<file path="config.mk">
export PLATFORM = sky130hd
export DESIGN_NAME = spi_slave_os_flat
export DESIGN_NICKNAME = d
export VERILOG_FILES = /design/src/rtl/spi_slave_os_if.sv /design/src/rtl/spi_slave_os.sv /design/src/flat_wrapper.sv
export SDC_FILE = /design/constraint.sdc
export NUM_CORES = 1
export LEC_CHECK = 0
export ABC_AREA = 1
export BUFFER_PORTS_ARGS = -buffer_cell sky130_fd_sc_hd__buf_4
export CAP_MARGIN = 30
export CORE_ASPECT_RATIO = 1.1
export CORE_MARGIN = 4
export CORE_UTILIZATION = 40
export DETAILED_ROUTE_END_ITERATION = 12
export GPL_ROUTABILITY_DRIVEN = 0
export SLEW_MARGIN = 20
export SYNTH_ARGS = -nofsm -noshare
export SYNTH_HDL_FRONTEND = slang
export SYNTH_SLANG_ARGS = --single-unit
</file>
<file path="constraint.sdc">
create_clock -name clk -period 2.6 [get_ports clk]
set_input_delay 0 -clock clk [delete_from_list [all_inputs] [get_ports clk]]
set_output_delay 0 -clock clk [all_outputs]
set_load 0.05 [all_outputs]
</file>
<file path="src/rtl/spi_slave_os_if.sv">
`default_nettype none
// ============================================================================
// Module      : spi_slave_os_if
// Description : SPI pins plus TX/RX stream handshakes for spi_slave_os.
// Revision    : 1.0 - initial release
// ============================================================================
interface spi_slave_os_if #(
  parameter int WIDTH = 8
);
  logic             sclk;
  logic             cs_n;
  logic             mosi;
  logic             miso;
  logic             miso_oe;
  logic [WIDTH-1:0] tx_data;
  logic             tx_valid;
  logic             tx_ready;
  logic [WIDTH-1:0] rx_data;
  logic             rx_valid;
  logic             rx_ready;
  logic             overrun;
  logic             underrun;
  logic             frame_err;
  logic             busy;

  modport slave (
    input  sclk, cs_n, mosi, tx_data, tx_valid, rx_ready,
    output miso, miso_oe, tx_ready, rx_data, rx_valid,
           overrun, underrun, frame_err, busy
  );

  modport master (
    output sclk, cs_n, mosi, tx_data, tx_valid, rx_ready,
    input  miso, miso_oe, tx_ready, rx_data, rx_valid,
           overrun, underrun, frame_err, busy
  );
endinterface
`default_nettype wire

</file>
<file path="src/rtl/spi_slave_os.sv">
`default_nettype none
// ============================================================================
// Module      : spi_slave_os
// Description : Oversampled SPI slave. sclk/cs_n/mosi are synchronised into
//               clk and treated as data. Supports all four SPI modes,
//               MSB/LSB-first order, multi-word frames and valid/ready
//               streaming with underrun/overrun/frame-error pulses.
// Revision    : 1.0 - initial release
// ============================================================================
module spi_slave_os #(
  parameter int WIDTH       = 8,
  parameter int CPOL        = 0,
  parameter int CPHA        = 0,
  parameter int LSB_FIRST   = 0,
  parameter int SYNC_STAGES = 2
) (
  input  logic          clk,
  input  logic          rst_n,
  spi_slave_os_if.slave bus
);

  localparam int                 c_cnt_w = $clog2(WIDTH);
  localparam logic               c_cpol  = (CPOL != 0);
  localparam logic [c_cnt_w-1:0] c_last  = c_cnt_w'(WIDTH - 1);

  typedef enum logic {
    ST_IDLE   = 1'b0,
    ST_ACTIVE = 1'b1
  } state_t;

  state_t                 r_state;
  state_t                 w_state_nxt;
  logic [SYNC_STAGES-1:0] r_sclk_sync;
  logic [SYNC_STAGES-1:0] r_cs_sync;
  logic [SYNC_STAGES-1:0] r_mosi_sync;
  logic [SYNC_STAGES-1:0] r_fill;
  logic                   r_sclk_d;
  logic                   r_cs_n_d;
  logic                   r_armed;
  logic [c_cnt_w-1:0]     r_bit_cnt;
  logic                   r_sampled;
  logic [WIDTH-1:0]       r_shift_in;
  logic [WIDTH-1:0]       r_shift_out;
  logic [WIDTH-1:0]       r_rx_data;
  logic                   r_rx_valid;
  logic                   r_overrun;
  logic                   r_underrun;
  logic                   r_frame_err;

  logic                   w_sclk_s;
  logic                   w_cs_n_s;
  logic                   w_mosi_s;
  logic                   w_sync_ok;
  logic                   w_lead;
  logic                   w_trail;
  logic                   w_sample_edge;
  logic                   w_shift_edge;
  logic                   w_cs_fall;
  logic                   w_cs_rise;
  logic                   w_start;
  logic                   w_stop;
  logic                   w_sample;
  logic                   w_shift;
  logic                   w_boundary;
  logic                   w_load;
  logic [WIDTH-1:0]       w_shift_in_nxt;
  logic [WIDTH-1:0]       w_shift_out_adv;

  // Synchronise the asynchronous SPI pins and keep one history sample for edges
  always_ff @(posedge clk or negedge rst_n) begin
    if (!rst_n) begin
      r_sclk_sync <= {SYNC_STAGES{c_cpol}};
      r_cs_sync   <= {SYNC_STAGES{1'b1}};
      r_mosi_sync <= '0;
      r_fill      <= '0;
      r_sclk_d    <= c_cpol;
      r_cs_n_d    <= 1'b1;
    end else begin
      r_sclk_sync <= {r_sclk_sync[SYNC_STAGES-2:0], bus.sclk};
      r_cs_sync   <= {r_cs_sync[SYNC_STAGES-2:0], bus.cs_n};
      r_mosi_sync <= {r_mosi_sync[SYNC_STAGES-2:0], bus.mosi};
      r_fill      <= {r_fill[SYNC_STAGES-2:0], 1'b1};
      r_sclk_d    <= w_sclk_s;
      r_cs_n_d    <= w_cs_n_s;
    end
  end

  assign w_sclk_s  = r_sclk_sync[SYNC_STAGES-1];
  assign w_cs_n_s  = r_cs_sync[SYNC_STAGES-1];
  assign w_mosi_s  = r_mosi_sync[SYNC_STAGES-1];
  // The synchroniser reset values are not real pin levels; wait until the
  // pipeline holds genuine samples before cs_n=1 may arm the slave.
  assign w_sync_ok = r_fill[SYNC_STAGES-1];

  assign w_lead        = (w_sclk_s != c_cpol) && (r_sclk_d == c_cpol);
  assign w_trail       = (w_sclk_s == c_cpol) && (r_sclk_d != c_cpol);
  assign w_sample_edge = (CPHA != 0) ? w_trail : w_lead;
  assign w_shift_edge  = (CPHA != 0) ? w_lead  : w_trail;
  assign w_cs_fall     = r_cs_n_d & ~w_cs_n_s;
  assign w_cs_rise     = ~r_cs_n_d & w_cs_n_s;

  // Frame state register
  always_ff @(posedge clk or negedge rst_n) begin
    if (!rst_n) r_state <= ST_IDLE;
    else        r_state <= w_state_nxt;
  end

  // Next-state and per-cycle frame events; sclk edges coinciding with cs_n rise are ignored
  always_comb begin
    w_state_nxt = r_state;
    w_start     = 1'b0;
    w_stop      = 1'b0;
    w_sample    = 1'b0;
    w_shift     = 1'b0;
    case (r_state)
      ST_IDLE: begin
        if (r_armed && w_cs_fall) begin
          w_start     = 1'b1;
          w_state_nxt = ST_ACTIVE;
        end
      end
      ST_ACTIVE: begin
        if (w_cs_rise) begin
          w_stop      = 1'b1;
          w_state_nxt = ST_IDLE;
        end else begin
          w_sample = w_sample_edge;
          w_shift  = w_shift_edge;
        end
      end
      default: w_state_nxt = ST_IDLE;
    endcase
  end

  assign w_boundary      = w_sample && (r_bit_cnt == c_last);
  assign w_load          = w_start | w_boundary;
  assign w_shift_in_nxt  = (LSB_FIRST != 0) ? {w_mosi_s, r_shift_in[WIDTH-1:1]}
                                            : {r_shift_in[WIDTH-2:0], w_mosi_s};
  assign w_shift_out_adv = (LSB_FIRST != 0) ? {1'b0, r_shift_out[WIDTH-1:1]}
                                            : {r_shift_out[WIDTH-2:0], 1'b0};

  // Bit counting, shift registers, RX holding register and status pulses
  always_ff @(posedge clk or negedge rst_n) begin
    if (!rst_n) begin
      r_armed     <= 1'b0;
      r_bit_cnt   <= '0;
      r_sampled   <= 1'b0;
      r_shift_in  <= '0;
      r_shift_out <= '0;
      r_rx_data   <= '0;
      r_rx_valid  <= 1'b0;
      r_overrun   <= 1'b0;
      r_underrun  <= 1'b0;
      r_frame_err <= 1'b0;
    end else begin
      if (w_sync_ok && w_cs_n_s) r_armed <= 1'b1;

      r_underrun  <= w_load & ~bus.tx_valid;
      r_overrun   <= w_boundary & r_rx_valid & ~bus.rx_ready;
      r_frame_err <= w_stop & (r_bit_cnt != '0);

      if (w_start || w_stop) begin
        r_bit_cnt <= '0;
        r_sampled <= 1'b0;
      end else if (w_sample) begin
        r_bit_cnt <= w_boundary ? '0 : r_bit_cnt + c_cnt_w'(1);
        r_sampled <= ~w_boundary;
      end else if (w_shift) begin
        r_sampled <= 1'b0;
      end

      // A bit is only shifted away after it has been sampled
      if (w_load)                    r_shift_out <= bus.tx_valid ? bus.tx_data : '0;
      else if (w_stop)               r_shift_out <= '0;
      else if (w_shift && r_sampled) r_shift_out <= w_shift_out_adv;

      if (w_start || w_stop) r_shift_in <= '0;
      else if (w_sample)     r_shift_in <= w_shift_in_nxt;

      if (w_boundary) begin
        r_rx_data  <= w_shift_in_nxt;
        r_rx_valid <= 1'b1;
      end else if (r_rx_valid && bus.rx_ready) begin
        r_rx_valid <= 1'b0;
      end
    end
  end

  assign bus.busy      = (r_state == ST_ACTIVE);
  assign bus.miso_oe   = (r_state == ST_ACTIVE);
  assign bus.miso      = (r_state == ST_ACTIVE) &&
                         ((LSB_FIRST != 0) ? r_shift_out[0] : r_shift_out[WIDTH-1]);
  assign bus.tx_ready  = w_load & bus.tx_valid;
  assign bus.rx_data   = r_rx_data;
  assign bus.rx_valid  = r_rx_valid;
  assign bus.overrun   = r_overrun;
  assign bus.underrun  = r_underrun;
  assign bus.frame_err = r_frame_err;

endmodule
`default_nettype wire

</file>
<file path="src/flat_wrapper.sv">
// flat-port wrapper written by rule: the top's interface ports become plain ports
module spi_slave_os_flat 
#(
  parameter int WIDTH       = 8,
  parameter int CPOL        = 0,
  parameter int CPHA        = 0,
  parameter int LSB_FIRST   = 0,
  parameter int SYNC_STAGES = 2
)
  (clk, rst_n, bus_sclk, bus_cs_n, bus_mosi, bus_tx_data, bus_tx_valid, bus_rx_ready, bus_miso, bus_miso_oe, bus_tx_ready, bus_rx_data, bus_rx_valid, bus_overrun, bus_underrun, bus_frame_err, bus_busy);
  spi_slave_os_if #(.WIDTH(WIDTH)) bus_i ();
  input  logic clk;
  input  logic rst_n;
  input wire logic [$bits(bus_i.sclk)-1:0] bus_sclk;
  input wire logic [$bits(bus_i.cs_n)-1:0] bus_cs_n;
  input wire logic [$bits(bus_i.mosi)-1:0] bus_mosi;
  input wire logic [$bits(bus_i.tx_data)-1:0] bus_tx_data;
  input wire logic [$bits(bus_i.tx_valid)-1:0] bus_tx_valid;
  input wire logic [$bits(bus_i.rx_ready)-1:0] bus_rx_ready;
  output wire logic [$bits(bus_i.miso)-1:0] bus_miso;
  output wire logic [$bits(bus_i.miso_oe)-1:0] bus_miso_oe;
  output wire logic [$bits(bus_i.tx_ready)-1:0] bus_tx_ready;
  output wire logic [$bits(bus_i.rx_data)-1:0] bus_rx_data;
  output wire logic [$bits(bus_i.rx_valid)-1:0] bus_rx_valid;
  output wire logic [$bits(bus_i.overrun)-1:0] bus_overrun;
  output wire logic [$bits(bus_i.underrun)-1:0] bus_underrun;
  output wire logic [$bits(bus_i.frame_err)-1:0] bus_frame_err;
  output wire logic [$bits(bus_i.busy)-1:0] bus_busy;
  assign bus_i.sclk = bus_sclk;
  assign bus_i.cs_n = bus_cs_n;
  assign bus_i.mosi = bus_mosi;
  assign bus_i.tx_data = bus_tx_data;
  assign bus_i.tx_valid = bus_tx_valid;
  assign bus_i.rx_ready = bus_rx_ready;
  assign bus_miso = bus_i.miso;
  assign bus_miso_oe = bus_i.miso_oe;
  assign bus_tx_ready = bus_i.tx_ready;
  assign bus_rx_data = bus_i.rx_data;
  assign bus_rx_valid = bus_i.rx_valid;
  assign bus_overrun = bus_i.overrun;
  assign bus_underrun = bus_i.underrun;
  assign bus_frame_err = bus_i.frame_err;
  assign bus_busy = bus_i.busy;
  spi_slave_os #(.WIDTH(WIDTH), .CPOL(CPOL), .CPHA(CPHA), .LSB_FIRST(LSB_FIRST), .SYNC_STAGES(SYNC_STAGES)) u_core (.clk(clk), .rst_n(rst_n), .bus(bus_i));
endmodule
</file>
==> results.json, run 1 <==
{
  "p_clk_frac": 0.265,
  "synth-seq-area-share": 0.577,
  "tightest_slew_ns": 0.559,
  "syn_area_mm2": 0.00187,
  "min_path_type": "in -> reg",
  "io_pins": 31,
  "worstReg2RegEnd": "u_core.r_sampled",
  "port_buffers": 30,
  "start_util": 0.424,
  "viasPerCell": 4.58,
  "min_from": "bus_tx_data[1]",
  "wl_um": 3440,
  "cts_buffer_depth": 2,
  "drtIter0Drc": 86,
  "final_common_cell": "nand2_1",
  "antenna_cells": 0,
  "finalPower_w": 0.00153,
  "insertion_delay_ns": 0.29,
  "cts_buffers": 5,
  "cp-start-kind": "flop",
  "r2r_cells": 6,
  "setup_viol": 0,
  "die_w_um": 73.2,
  "rsz0062_at_grt": "no",
  "syn_to_final_growth_pct": 22.3,
  "skew_ns": 0.00707,
  "pre_cts_slack_ns": 0.789,
  "syn-instance-count": 205,
  "ys_ff_latch": 43,
  "synth_cell_type_count": 25,
  "avgSynthCellArea_um2": 9.12,
  "p_leak_nw": 1.27,
  "r2r_start": "u_core.r_bit_cnt[0]",
  "hold_end": "u_core.r_shift_out[1]",
  "clkTransAtPathRegs_ns": 0.08,
  "critPathRequiredTime_ns": 2.60,
  "mostFrequentLayoutCells": "62 x nand2_1, 40 x dfrtp_1, 31 x buf_4, 29 x inv_1, 17 x nand3_1",
  "hold_slack_ns": 0.0809,
  "vias": 1374,
  "clock_sinks": 43,
  "holdPathStages": 7,
  "finalWorstSetupSlack_ns": 0.494,
  "dp.cells": 285,
  "drive_above_1_share": 0.240,
  "grt_overflow": 0,
  "coreArea_mm2": 0.00441,
  "wl_per_cell_um": 11.5,
  "cp_max_fo": 20,
  "drc": 0,
  "cts_resized": 0,
  "rows": 25,
  "die-area_mm2": 0.00584,
  "max_stage_delay_ns": 0.46,
  "crit_arrival_ns": 2.11,
  "ant_nets": 0,
  "grt_max_degree": 44,
  "grt_pass1_vias": 1419,
  "grt_pass1_wl_um": 6240,
  "pwr-share-seq": 0.520,
  "min_period_over_period": 0.810,
  "dp_hpwl_um": 2340,
  "nNetsFinal": 263,
  "fin_tns_setup_ns": 0,
  "firstDrtPassIters": 4,
  "cp_slowest_cell": "nand4_2",
  "antenna_found_initial": 0,
  "status": "finished clean",
  "timing.final.crit_period_ns": 2.11,
  "gr-usage-all-layers": 0.138,
  "crit_path_frequent_cell": "ha_1",
  "slew_headroom": 0.627,
  "switchingPower_w": 0.000464,
  "critPathCaptureType": "output pin",
  "pwr-share-comb": 0.214,
  "synth_nets": 223,
  "cellPowerDensity_mw_per_mm2": 667,
  "r2r_slack_ns": 0.80,
  "max_freq_ghz": 0.475,
  "maxCapViolations": 0,
  "die_height_um": 79.7,
  "final_cells": 300,
  "ys_warn_count": 0,
  "ir_drop_v": 0.000487,
  "maxSlewViolCount": 0,
  "htree_levels": 2,
  "cts_root_buf": "clkbuf_8",
  "path_class": "reg -> out",
  "p_int_w": 0.00106,
  "critical_path.cell_chain": "ha_1 -> ha_1 -> nand4_2 -> nand2_4 -> inv_2 -> nor2_1 -> buf_4",
  "switching_share": 0.304,
  "cts_tree": "built",
  "final-hold-violation-count": 0
}
==> metal layers <==
metal	global-route usage	share of wire
met4	0.0554	0.018
met5	0	0
met2	0.212	0.46
met3	0.0390	0.052
met1	0.182	0.47
==> worst max-delay path: cells and delay by family (launching register included) <==
family / cells / cell delay [ns]
adders and majority gates: 2 / 0.31
DFF: 1 / 0.40
buffers and inverters: 2 / 0.26
and+or+nand+nor: 3 / 0.84
==> power groups by stage <==
stage	Clock [W]	Sequential, W	Combinational (W)
2_1_floorplan	0	0.000813	0.000225
3_3_place_gp	0	0.000805	0.000319
3_5_place_dp	0	0.000810	0.000321
4_1_cts	0.000423	0.000796	0.000333
5_1_grt	0.000453	0.000809	0.000375
6_report	0.000405	0.000795	0.000328
==> worst max-delay path by stage <==
stage | startpoint | end | slack (ns) | depth (start not counted)
detailed placement | u_core.r_bit_cnt[0] | u_core.bus.rx_data[1] | 0.79 | 5
global route | u_core.r_bit_cnt[0] | bus_tx_ready | 0.27 | 7
CTS | u_core.r_bit_cnt[0] | bus_tx_ready | 0.48 | 7
global placement | u_core.r_bit_cnt[0] | bus_tx_ready | 0.85 | 7
finish | u_core.r_bit_cnt[0] | bus_tx_ready | 0.49 | 7
floorplan | u_core.bus.busy | bus_tx_ready | 0.75 | 5
==> flip-flops by register name (all words and copies together), names as in the netlist, 2 cells and up <==
register            flops
u_core.bus.rx_data      8
u_core.r_bit_cnt        3
u_core.r_cs_sync        2
u_core.r_fill           2
u_core.r_mosi_sync      2
u_core.r_sclk_sync      2
u_core.r_shift_in       7
u_core.r_shift_out      8
==> what timing repair did <==
item | in CTS | in global routing
endpoints found under the hold margin | 47 | 0
hold buffers | 7 | 0
buffers inserted | 0 | 0
==> cell families after synthesis <==
kind of cell             after synthesis  share of synthesized area
flip-flops                            43                      0.577
AND/OR/NAND/NOR                       96                      0.243
other                                  1                    0.00200
buffers and inverters                 40                     0.0903
AO/OA/AOI/OAI                         22                     0.0676
adder cells (fa/ha/maj)                3                     0.0201
==> Yosys cell counts <==
master	n	area share
dfstp_2	3	0.042
nand2_2	3	0.010
nor3_1	1	0.0027
inv_1	29	0.058
nand2_1	62	0.12
nand4_2	1	0.0067
dfrtp_1	40	0.54
nand3_2	3	0.016
conb_1	1	0.0020
nand3_1	17	0.045
a21oi_1	1	0.0027
nand3_4	1	0.0094
o21ai_1	5	0.013
nand2_4	2	0.012
nor2_4	1	0.0060
ha_1	3	0.020
o22ai_1	6	0.020
nor2_1	5	0.010
buf_6	2	0.012
clkbuf_1	2	0.0040
inv_2	6	0.012
a21boi_2	1	0.0060
a21o_1	1	0.0040
o21ai_0	8	0.021
buf_4	1	0.0040
==> cell type report <==
class	count	area (um^2)
Clock buffer	6	72.6
Fill cell	435	2120
Inverter	35	131
Timing Repair Buffer	38	303
Sequential cell	43	1080
Clock inverter	2	12.5
Tap cell	54	67.6
Multi-Input combinational cell	122	622
==> per-stage QoR <==
| step | util | area, um^2 |
|---|---|---|
| final | 0.519 | 2290 |
| after global routing | 0.519 | 2290 |
| after CTS | 0.519 | 2290 |
| after global placement | 0.484 | 2130 |
| after floorplan | - | 1870 |
| after detailed placement | 0.484 | 2130 |
No activity file was read; power rests on OpenSTA's default activity.
==> run 2, diff against run 1 <==
==> constraint.sdc (replaced) <==
create_clock -name clk -period 1.7 [get_ports clk]
set_input_delay 0 -clock clk [delete_from_list [all_inputs] [get_ports clk]]
set_output_delay 0 -clock clk [all_outputs]
set_load 0.05 [all_outputs]
==> run 2 against run 1 <==
Against the previous run: sequential cell count stayed put; sequential share of layout area is 1.3 points lower; global-route usage is 0.63 points lower; non-clock buffer count is 2 higher; clock skew is 0.0055 ns higher; total power is 66% higher; register-to-register slack worse by 0.70 ns; clock power is 100% higher; largest cell class unchanged.
==> results.json, run 2 (synthesis results as in run 1) <==
{
  "cts_buffer_depth": 2,
  "rows": 25,
  "drtIter0Drc": 87,
  "clock_sinks": 43,
  "pwr-share-comb": 0.198,
  "p_clk_frac": 0.320,
  "insertion_delay_ns": 0.29,
  "firstDrtPassIters": 4,
  "cp-start-kind": "flop",
  "cellPowerDensity_mw_per_mm2": 1080,
  "holdPathStages": 7,
  "wl_per_cell_um": 11.4,
  "grt_overflow": 0,
  "cp_max_fo": 11,
  "hold_end": "u_core.r_shift_out[2]",
  "critPathCaptureType": "flop",
  "maxCapViolations": 0,
  "port_buffers": 30,
  "rsz0062_at_grt": "yes",
  "die_w_um": 73.2,
  "drive_above_1_share": 0.262,
  "r2r_cells": 8,
  "grt_max_degree": 44,
  "syn_to_final_growth_pct": 25.9,
  "timing.final.crit_period_ns": 1.60,
  "min_from": "bus_tx_data[2]",
  "skew_ns": 0.0126,
  "dp_hpwl_um": 2330,
  "r2r_start": "u_core.r_bit_cnt[0]",
  "cts_tree": "built",
  "antenna_found_initial": 0,
  "setup_viol": 0,
  "cts_buffers": 5,
  "dpl_cell_area_mm2": 0.00214,
  "maxSlewViolCount": 0,
  "min_period_over_period": 0.939,
  "switchingPower_w": 0.000720,
  "fin_util": 0.534,
  "status": "finished clean",
  "io_pins": 31,
  "critPathRequiredTime_ns": 1.92,
  "viasPerCell": 4.58,
  "slew_headroom": 0.644,
  "die_height_um": 79.7,
  "r2r_slack_ns": 0.10,
  "p_leak_nw": 1.30,
  "path_class": "reg -> reg",
  "final_cells": 302,
  "nNetsFinal": 265,
  "final-hold-violation-count": 0,
  "grt_pass1_vias": 1364,
  "dp.cells": 286,
  "worstReg2RegEnd": "u_core.r_shift_out[7]",
  "min_path_type": "in -> reg",
  "gr-usage-all-layers": 0.132,
  "final_cell_area_mm2": 0.00235,
  "vias": 1384,
  "die-area_mm2": 0.00584,
  "antenna_cells": 0,
  "switching_share": 0.284,
  "fin_tns_setup_ns": 0,
  "tightest_slew_ns": 0.534,
  "htree_levels": 2,
  "max_freq_ghz": 0.627,
  "coreArea_mm2": 0.00441,
  "hold_slack_ns": 0.0720,
  "clkTransAtPathRegs_ns": 0.09,
  "crit_arrival_ns": 1.82,
  "cts_root_buf": "clkbuf_8",
  "ir_drop_v": 0.000668,
  "start_util": 0.424,
  "grt_pass1_wl_um": 6000,
  "drc": 0,
  "ant_nets": 0,
  "pwr-share-seq": 0.482,
  "final_common_cell": "nand2_1",
  "mostFrequentLayoutCells": "62 x nand2_1, 39 x dfrtp_1, 32 x buf_4, 29 x inv_1, 17 x nand3_1",
  "wl_um": 3440,
  "p_int_w": 0.00182
}
## run 2: changes by cell type in the layout (fill, tap and decap cells not counted), sizes merged
cell / change
bufinv: +1
buf: +2
clkinvlp: -1
## run 2: how the worst max path moves through the flow
| stage | start | endpoint | slack (ns) | depth (start not counted) |
|---|---|---|---|---|
| floorplan | u_core.bus.busy | bus_tx_ready | 0.08 | 5 |
| global placement | u_core.r_bit_cnt[0] | u_core.r_bit_cnt[0] | 0.13 | 6 |
| detailed placement | u_core.r_bit_cnt[0] | u_core.r_bit_cnt[0] | 0.1 | 6 |
| CTS | u_core.bus.busy | bus_tx_ready | 0.04 | 6 |
| global route | u_core.r_bit_cnt[0] | u_core.r_shift_out[7] | -0.02 | 8 |
| finish | u_core.r_bit_cnt[0] | u_core.r_shift_out[7] | 0.10 | 8 |
## run 2: final cells by class
| type | count | area [um^2] |
|---|---|---|
| Clock buffer | 6 | 82.6 |
| Fill cell | 415 | 2060 |
| Clock inverter | 2 | 35.0 |
| Timing Repair Buffer | 40 | 322 |
| Inverter | 35 | 131 |
| Tap cell | 54 | 67.6 |
| Sequential cell | 43 | 1080 |
| Multi-Input combinational cell | 122 | 636 |
## run 2: repair_timing
action | CTS | global route
buffers inserted | 1 | 0
setup endpoints to repair | 1 | 5
pin swaps | 1 | 0
resized for setup | 1 | 3
hold buffers | 7 | 0
endpoints found under the hold margin | 47 | 0
## run 2: worst max-delay path, stage by stage (launching register included)
cell	delay (ns)
dfrtp_1	0.41
ha_1	0.21
ha_1	0.21
nand4_4	0.11
buf_4	0.19
inv_2	0.07
nor2_4	0.17
nand3_1	0.09
nand2_1	0.07
## run 2: power groups by stage
stage	Combinational [W]	Sequential [W]	Clock [W]
2_1_floorplan	0.000345	0.00124	0
3_3_place_gp	0.000491	0.00123	0
3_5_place_dp	0.000492	0.00124	0
4_1_cts	0.000507	0.00122	0.000829
5_1_grt	0.000577	0.00123	0.000879
6_report	0.000503	0.00122	0.000811
## run 2: layer usage
layer  global-route usage  vias up  wire [um]  share of wire
met2                0.199       27       1540           0.45
met5                    0        -          0              0
li1                     -      717          -              -
met1                0.178      636       1690           0.49
met4               0.0443        0         31         0.0090
met3               0.0390        4        184          0.053
## run 2: metrics by stage
stage          worst slack (ns)  power, W
3_3_place_gp              0.130   0.00172
3_5_place_dp             0.0962   0.00173
6_report                  0.104   0.00254
2_1_floorplan            0.0776   0.00159
4_1_cts                  0.0381   0.00256
5_1_grt                 -0.0159   0.00269
